--- config.mk ---
export PLATFORM = sky130hd
export DESIGN_NAME = imm_gen_fifo
export DESIGN_NICKNAME = d
export VERILOG_FILES = /design/src/rtl/imm_gen_fifo.sv
export SDC_FILE = /design/constraint.sdc
export NUM_CORES = 1
export LEC_CHECK = 0
export CAP_MARGIN = 20
export CORE_AREA = 4 4 89 91
export CTS_BUF_LIST = sky130_fd_sc_hd__clkbuf_2 sky130_fd_sc_hd__clkbuf_4 sky130_fd_sc_hd__clkbuf_8
export DETAILED_ROUTE_END_ITERATION = 6
export DIE_AREA = 0 0 93 95
export PLACE_DENSITY = 0.86
export SYNTH_ARGS = -nofsm -noshare
export SYNTH_HDL_FRONTEND = slang
export SYNTH_SLANG_ARGS = --single-unit
export TNS_END_PERCENT = 10
--- constraint.sdc ---
create_clock -name clk -period 12.7 [get_ports clk]
set_clock_uncertainty 0.15 [all_clocks]
set_input_delay 3.175 -clock clk [delete_from_list [all_inputs] [get_ports clk]]
set_output_delay 3.175 -clock clk [all_outputs]
set_load 0.01 [all_outputs]
--- src/rtl/imm_gen_fifo.sv ---
// Buffered RV32I immediate generator: decode on entry, queue imm/fmt/illegal/tag in a small FIFO.
// Optional build macro IMM_GEN_ZIMM_EN: SYSTEM funct3 101/110/111 yield fmt Z with zero-extended zimm.
module imm_gen_fifo #(
    parameter int XLEN  = 32,
    parameter int DEPTH = 2,
    parameter int TAG_W = 4
) (
    input  logic             clk,
    input  logic             rst,
    input  logic             flush,
    input  logic             in_vld,
    output logic             in_rdy,
    input  logic [31:0]      in_inst,
    input  logic [TAG_W-1:0] in_tag,
    output logic             out_vld,
    input  logic             out_rdy,
    output logic [XLEN-1:0]  out_imm,
    output logic [2:0]       out_fmt,
    output logic             out_illegal,
    output logic [TAG_W-1:0] out_tag
);

    localparam int PW = (DEPTH > 1) ? $clog2(DEPTH) : 1;
    localparam int CW = $clog2(DEPTH + 1);

    localparam logic [2:0] F_NONE = 3'd0;
    localparam logic [2:0] F_I    = 3'd1;
    localparam logic [2:0] F_S    = 3'd2;
    localparam logic [2:0] F_B    = 3'd3;
    localparam logic [2:0] F_U    = 3'd4;
    localparam logic [2:0] F_J    = 3'd5;
    localparam logic [2:0] F_Z    = 3'd6;

    logic [2:0]      dec_fmt;
    logic            dec_ill;
    logic [XLEN-1:0] dec_imm;

    always_comb begin
        dec_fmt = F_NONE;
        dec_ill = 1'b0;
        case (in_inst[6:0])
            7'b0000011,
            7'b0010011,
            7'b1100111: dec_fmt = F_I;
            7'b0100011: dec_fmt = F_S;
            7'b1100011: dec_fmt = F_B;
            7'b0110111,
            7'b0010111: dec_fmt = F_U;
            7'b1101111: dec_fmt = F_J;
            7'b1110011: begin
`ifdef IMM_GEN_ZIMM_EN
                if (in_inst[14] && (in_inst[13:12] != 2'b00))
                    dec_fmt = F_Z;
                else
                    dec_fmt = F_I;
`else
                dec_fmt = F_I;
`endif
            end
            7'b0110011,
            7'b0001111: dec_fmt = F_NONE;
            default:    dec_ill = 1'b1;
        endcase
        if (in_inst[1:0] != 2'b11) begin
            dec_fmt = F_NONE;
            dec_ill = 1'b1;
        end
    end

    always_comb begin
        dec_imm = '0;
        case (dec_fmt)
            F_I: dec_imm = XLEN'($signed(in_inst[31:20]));
            F_S: dec_imm = XLEN'($signed({in_inst[31:25], in_inst[11:7]}));
            F_B: dec_imm = XLEN'($signed({in_inst[31], in_inst[7],
                                          in_inst[30:25], in_inst[11:8], 1'b0}));
            F_U: dec_imm = XLEN'($signed({in_inst[31:12], 12'b0}));
            F_J: dec_imm = XLEN'($signed({in_inst[31], in_inst[19:12],
                                          in_inst[20], in_inst[30:21], 1'b0}));
            F_Z: dec_imm = XLEN'(in_inst[19:15]);
            default: dec_imm = '0;
        endcase
    end

    logic [XLEN-1:0]  imm_q [DEPTH];
    logic [2:0]       fmt_q [DEPTH];
    logic             ill_q [DEPTH];
    logic [TAG_W-1:0] tag_q [DEPTH];

    logic [PW-1:0] wptr, rptr;
    logic [CW-1:0] cnt, cnt_n;
    logic          rdy_q, vld_q;
    logic          push, pop;

    assign push = in_vld && rdy_q;
    assign pop  = vld_q && out_rdy;

    always_comb begin
        cnt_n = cnt;
        case ({push, pop})
            2'b10:   cnt_n = cnt + CW'(1);
            2'b01:   cnt_n = cnt - CW'(1);
            default: cnt_n = cnt;
        endcase
    end

    function automatic logic [PW-1:0] inc(input logic [PW-1:0] p);
        return (p == PW'(DEPTH - 1)) ? '0 : p + PW'(1);
    endfunction

    always_ff @(posedge clk) begin
        if (rst || flush) begin
            wptr  <= '0;
            rptr  <= '0;
            cnt   <= '0;
            rdy_q <= 1'b1;
            vld_q <= 1'b0;
        end else begin
            if (push) wptr <= inc(wptr);
            if (pop)  rptr <= inc(rptr);
            cnt   <= cnt_n;
            rdy_q <= (cnt_n != CW'(DEPTH));
            vld_q <= (cnt_n != '0);
        end
    end

    // Payload needs no reset: it is only observed through the valid gate below.
    always_ff @(posedge clk) begin
        if (push && !flush && !rst) begin
            imm_q[wptr] <= dec_imm;
            fmt_q[wptr] <= dec_fmt;
            ill_q[wptr] <= dec_ill;
            tag_q[wptr] <= in_tag;
        end
    end

    assign in_rdy      = rdy_q;
    assign out_vld     = vld_q;
    assign out_imm     = vld_q ? imm_q[rptr] : '0;
    assign out_fmt     = vld_q ? fmt_q[rptr] : '0;
    assign out_illegal = vld_q ? ill_q[rptr] : 1'b0;
    assign out_tag     = vld_q ? tag_q[rptr] : '0;

endmodule
==> results.md <==
* Status: complete, no violations
* Total CTS buffers at 9
* Worst hold start: rptr
* Die Width at 93 µm
* Gpl congestion at approximately 0.88
* Largest net degree at the start of global routing at 43
* CP endpoint: out_imm[29]
* Initial antenna violation count at 0
* CP endpoint kind: primary output
* Max-slew violations at 0
* Vias at between 2000 and 3000
* Fmax at approximately 180 MHz
* Final setup violation count at 0
* Largest delay share family, worst path: buffers and inverters
* Yosys cell types at 43
* P per Cell Area at about 120 mW/mm²
* CP max stage delay at about 600 ps
* Ant. Diodes at 0
* Clock root cell: clkbuf_8
* Top cells by area, synth: edfxtp_1 (61%), mux2i_1 (10%), nor2b_1 (6.5%)
* CTS tree: done
* Critical path's slowest cell: clkdlybuf4s50_1
* Port bufs at around 80
* H-tree depth at 3
* Reg clk slew, reported paths at about 80 ps
* Clk buf depth at 2
* Wirelength, routed at 8.10 mm
* Crit Reg-Reg Endpoint: imm_q[1][13]
* Maximum VDD drop at between 60 and 70 µV
* Post-cts sizing count at 0
* Final hold vios at 0
* EDFF count, synth at 80
* Post-layout net count at ~410
* Post-route cell area at 0.00511 mm²
* Post-route DRC at 0
* Worst path buffer plus inverter count at 2
* Vias in the first global route at 2570
* Fin crit share at around 44%
* Async set-reset flop share out of synthesis at 0%
* GRT Overall Usage at between 10% and 20%
* Period minus WS final at 5540 ps
* Worst reg2reg setup slack at 10590 ps
* First-pass iteration count of the detailed router at 4
* Clk sinks at 87
* Worst Path Max Fanout at 40
* Setup CP Type: reg2out
* RSZ-0062 raised after global routing: false
* FP Rows at 31
* Static leakage at around 0.0019 µW
* Synth area leader: edfxtp_1
* Post-Place Cell Area at just under 0.005 mm²
* Die Span Y at 95 µm
* Max_slew headroom at 37.7%
* Crit-path cells: buf_4 > mux2i_1 > nor2b_1 > clkdlybuf4s50_1
* Sequential share of the synthesized area at around 64%
* Startpoint class of the critical path: flip-flop
* Critical path arrival at approximately 2200 ps
* First-pass GRT wire length at about 13 mm
* Dpl hpwl at ~5.5 mm
* Io pins at slightly above 80
* Post-synthesis net count at ~330
* Slew at the pin with the worst max-slew slack at slightly above 900 ps
* Post-DRT Antenna Nets at 0
* Setup TNS at 0 ps
* Gate Count Post-Synth at 283
* Syn-to-layout area delta at 29.2%
* Share of cells above drive strength 1 at under 10%
* Min-Delay Path Class: reg2reg
* Hold_buf cts at 0
* DR iter-0 viols at about 270
* Worst-Skew Late Latency at roughly 340 ps
* Synth Flop Type: edfxtp_1
* Starting Density at between 50% and 60%
* Post-Syn Area at between 0.003 and 0.004 mm²
* Reg2Reg Depth at 3
* Post-CTS Setup Inserts at 0
* WP data required at 9380 ps
* Gr ovfl total at 0
* Core box area at a little over 0.007 mm²
* Die ar. at approximately 0.0088 mm²
* FF-to-FF Start: in_rdy
* Mean post-synth cell area at 14.0 µm²
* Flops & latches, synth at between 80 and 90
* DR vias/cell at 5.37
* Max Cap Violations at 0
* Synth top area share at between 60% and 70%
* Avg WL per Cell at between 15 and 20 µm
* Worst path depth at 4
* Synth warn at 0
placed cells by master (no fill, tap or decap), drive strengths merged:
master,synthesis,final
or3b,1,1
xnor2,3,3
or2,1,1
buf,10,4
nand2,5,5
o2bb2ai,1,1
a2111oi,1,1
nand3,3,3
a21o,19,19
inv,5,6
o22ai,1,1
a21oi,10,10
o31ai,1,1
o32ai,1,1
dfxtp,7,7
a32o,1,1
nor2,7,7
xor2,2,2
nand2b,1,1
a211oi,1,1
nand4b,1,1
o21ai,6,6
clkbuf,6,13
and2,9,9
nor2b,41,41
bufinv,0,2
mux2i,40,40
ha,1,1
clkdlybuf4s50,0,82
nor3,4,4
and2b,2,2
or3,1,1
nor3b,2,2
a31oi,1,1
nand4,2,2
edfxtp,80,80
and3,1,1
o221ai,1,1
a22o,4,4
registers in the layout, indices dropped and copies added, names as in the netlist, named ones only:
signal	cells
imm_q	64
tag_q	8
fmt_q	6
cnt	2
ill_q	2
in_rdy	1
out_vld	1
rptr	1
wptr	1
through the flow:
step	cells	power, µW	util [%]	hold slack [ps]	setup WS (ps)
after floorplan	283	358	-	331	5690
after global placement	451	392	67.9	351	7230
after detailed placement	451	394	67.9	347	7150
final	468	605	71.6	367	7160
after CTS	467	607	71.2	366	7050
after global routing	468	626	71.6	420	7070
cells in the mapped netlist (3+ instances only):
| master | number |
|---|---|
| edfxtp_1 | 80 |
| a21oi_1 | 9 |
| nand3_1 | 3 |
| nor3_1 | 4 |
| o21ai_0 | 3 |
| a22o_1 | 4 |
| clkbuf_1 | 6 |
| nor2b_1 | 41 |
| a21o_1 | 19 |
| xnor2_1 | 3 |
| nand2_1 | 5 |
| nor2_1 | 6 |
| dfxtp_1 | 7 |
| buf_2 | 8 |
| inv_1 | 5 |
| mux2i_1 | 40 |
| and2_1 | 9 |
report_power, final:
part           internal [µW]  switching, µW  total, µW
clock network            126           90.5        217
logic                   38.0           30.8       68.8
registers                317           2.70        320
worst min-delay path: cells and delay by family (launching register included):
kind / cells / cell delay [ps]
xor gates and xnor gates: 1 / 80
and+or+nand+nor: 1 / 80
DFF: 1 / 330
how the worst min path moves through the flow:
stage / slack [ps] / cells past startpoint / end
3_5_place_dp: 350 / 2 / flip-flop
4_1_cts: 370 / 2 / flip-flop
3_3_place_gp: 350 / 2 / rptr
6_report: 370 / 2 / flip-flop
2_1_floorplan: 330 / 2 / flip-flop
5_1_grt: 420 / 2 / flip-flop
layout make-up:
type | count | area [µm²]
Tap cell | 99 | 124
Sequential cell | 87 | 2540
Clock buffer | 13 | 166
Fill cell | 517 | 2030
Multi-Input combinational cell | 175 | 1320
Inverter | 5 | 18.8
Clock inverter | 3 | 66.3
Timing Repair Buffer | 86 | 871
metal layers:
| layer | vias up | routed length [µm] | share of wire (%) | GRT usage [%] |
|---|---|---|---|---|
| li1 | 1207 | - | - | - |
| met1 | 1205 | 3410 | 42 | 23.0 |
| met2 | 98 | 4210 | 52 | 33.4 |
| met3 | 2 | 450 | 5.6 | 3.98 |
| met4 | 0 | 27 | 0.33 | 4.76 |
| met5 | - | 0 | 0 | 0 |
kinds of logic (layout without fill, tap and decap cells):
family | Yosys count | in the layout | synth area share (%)
fa+ha+maj | 1 | 1 | 0.316
buf+inv | 21 | 107 | 2.63
compound gates | 48 | 48 | 9.30
mux | 40 | 40 | 10.1
flops | 87 | 87 | 64.3
xor+xnor | 5 | 5 | 1.11
simple gates | 81 | 81 | 12.2
No activity file was read; power rests on OpenSTA's default activity.
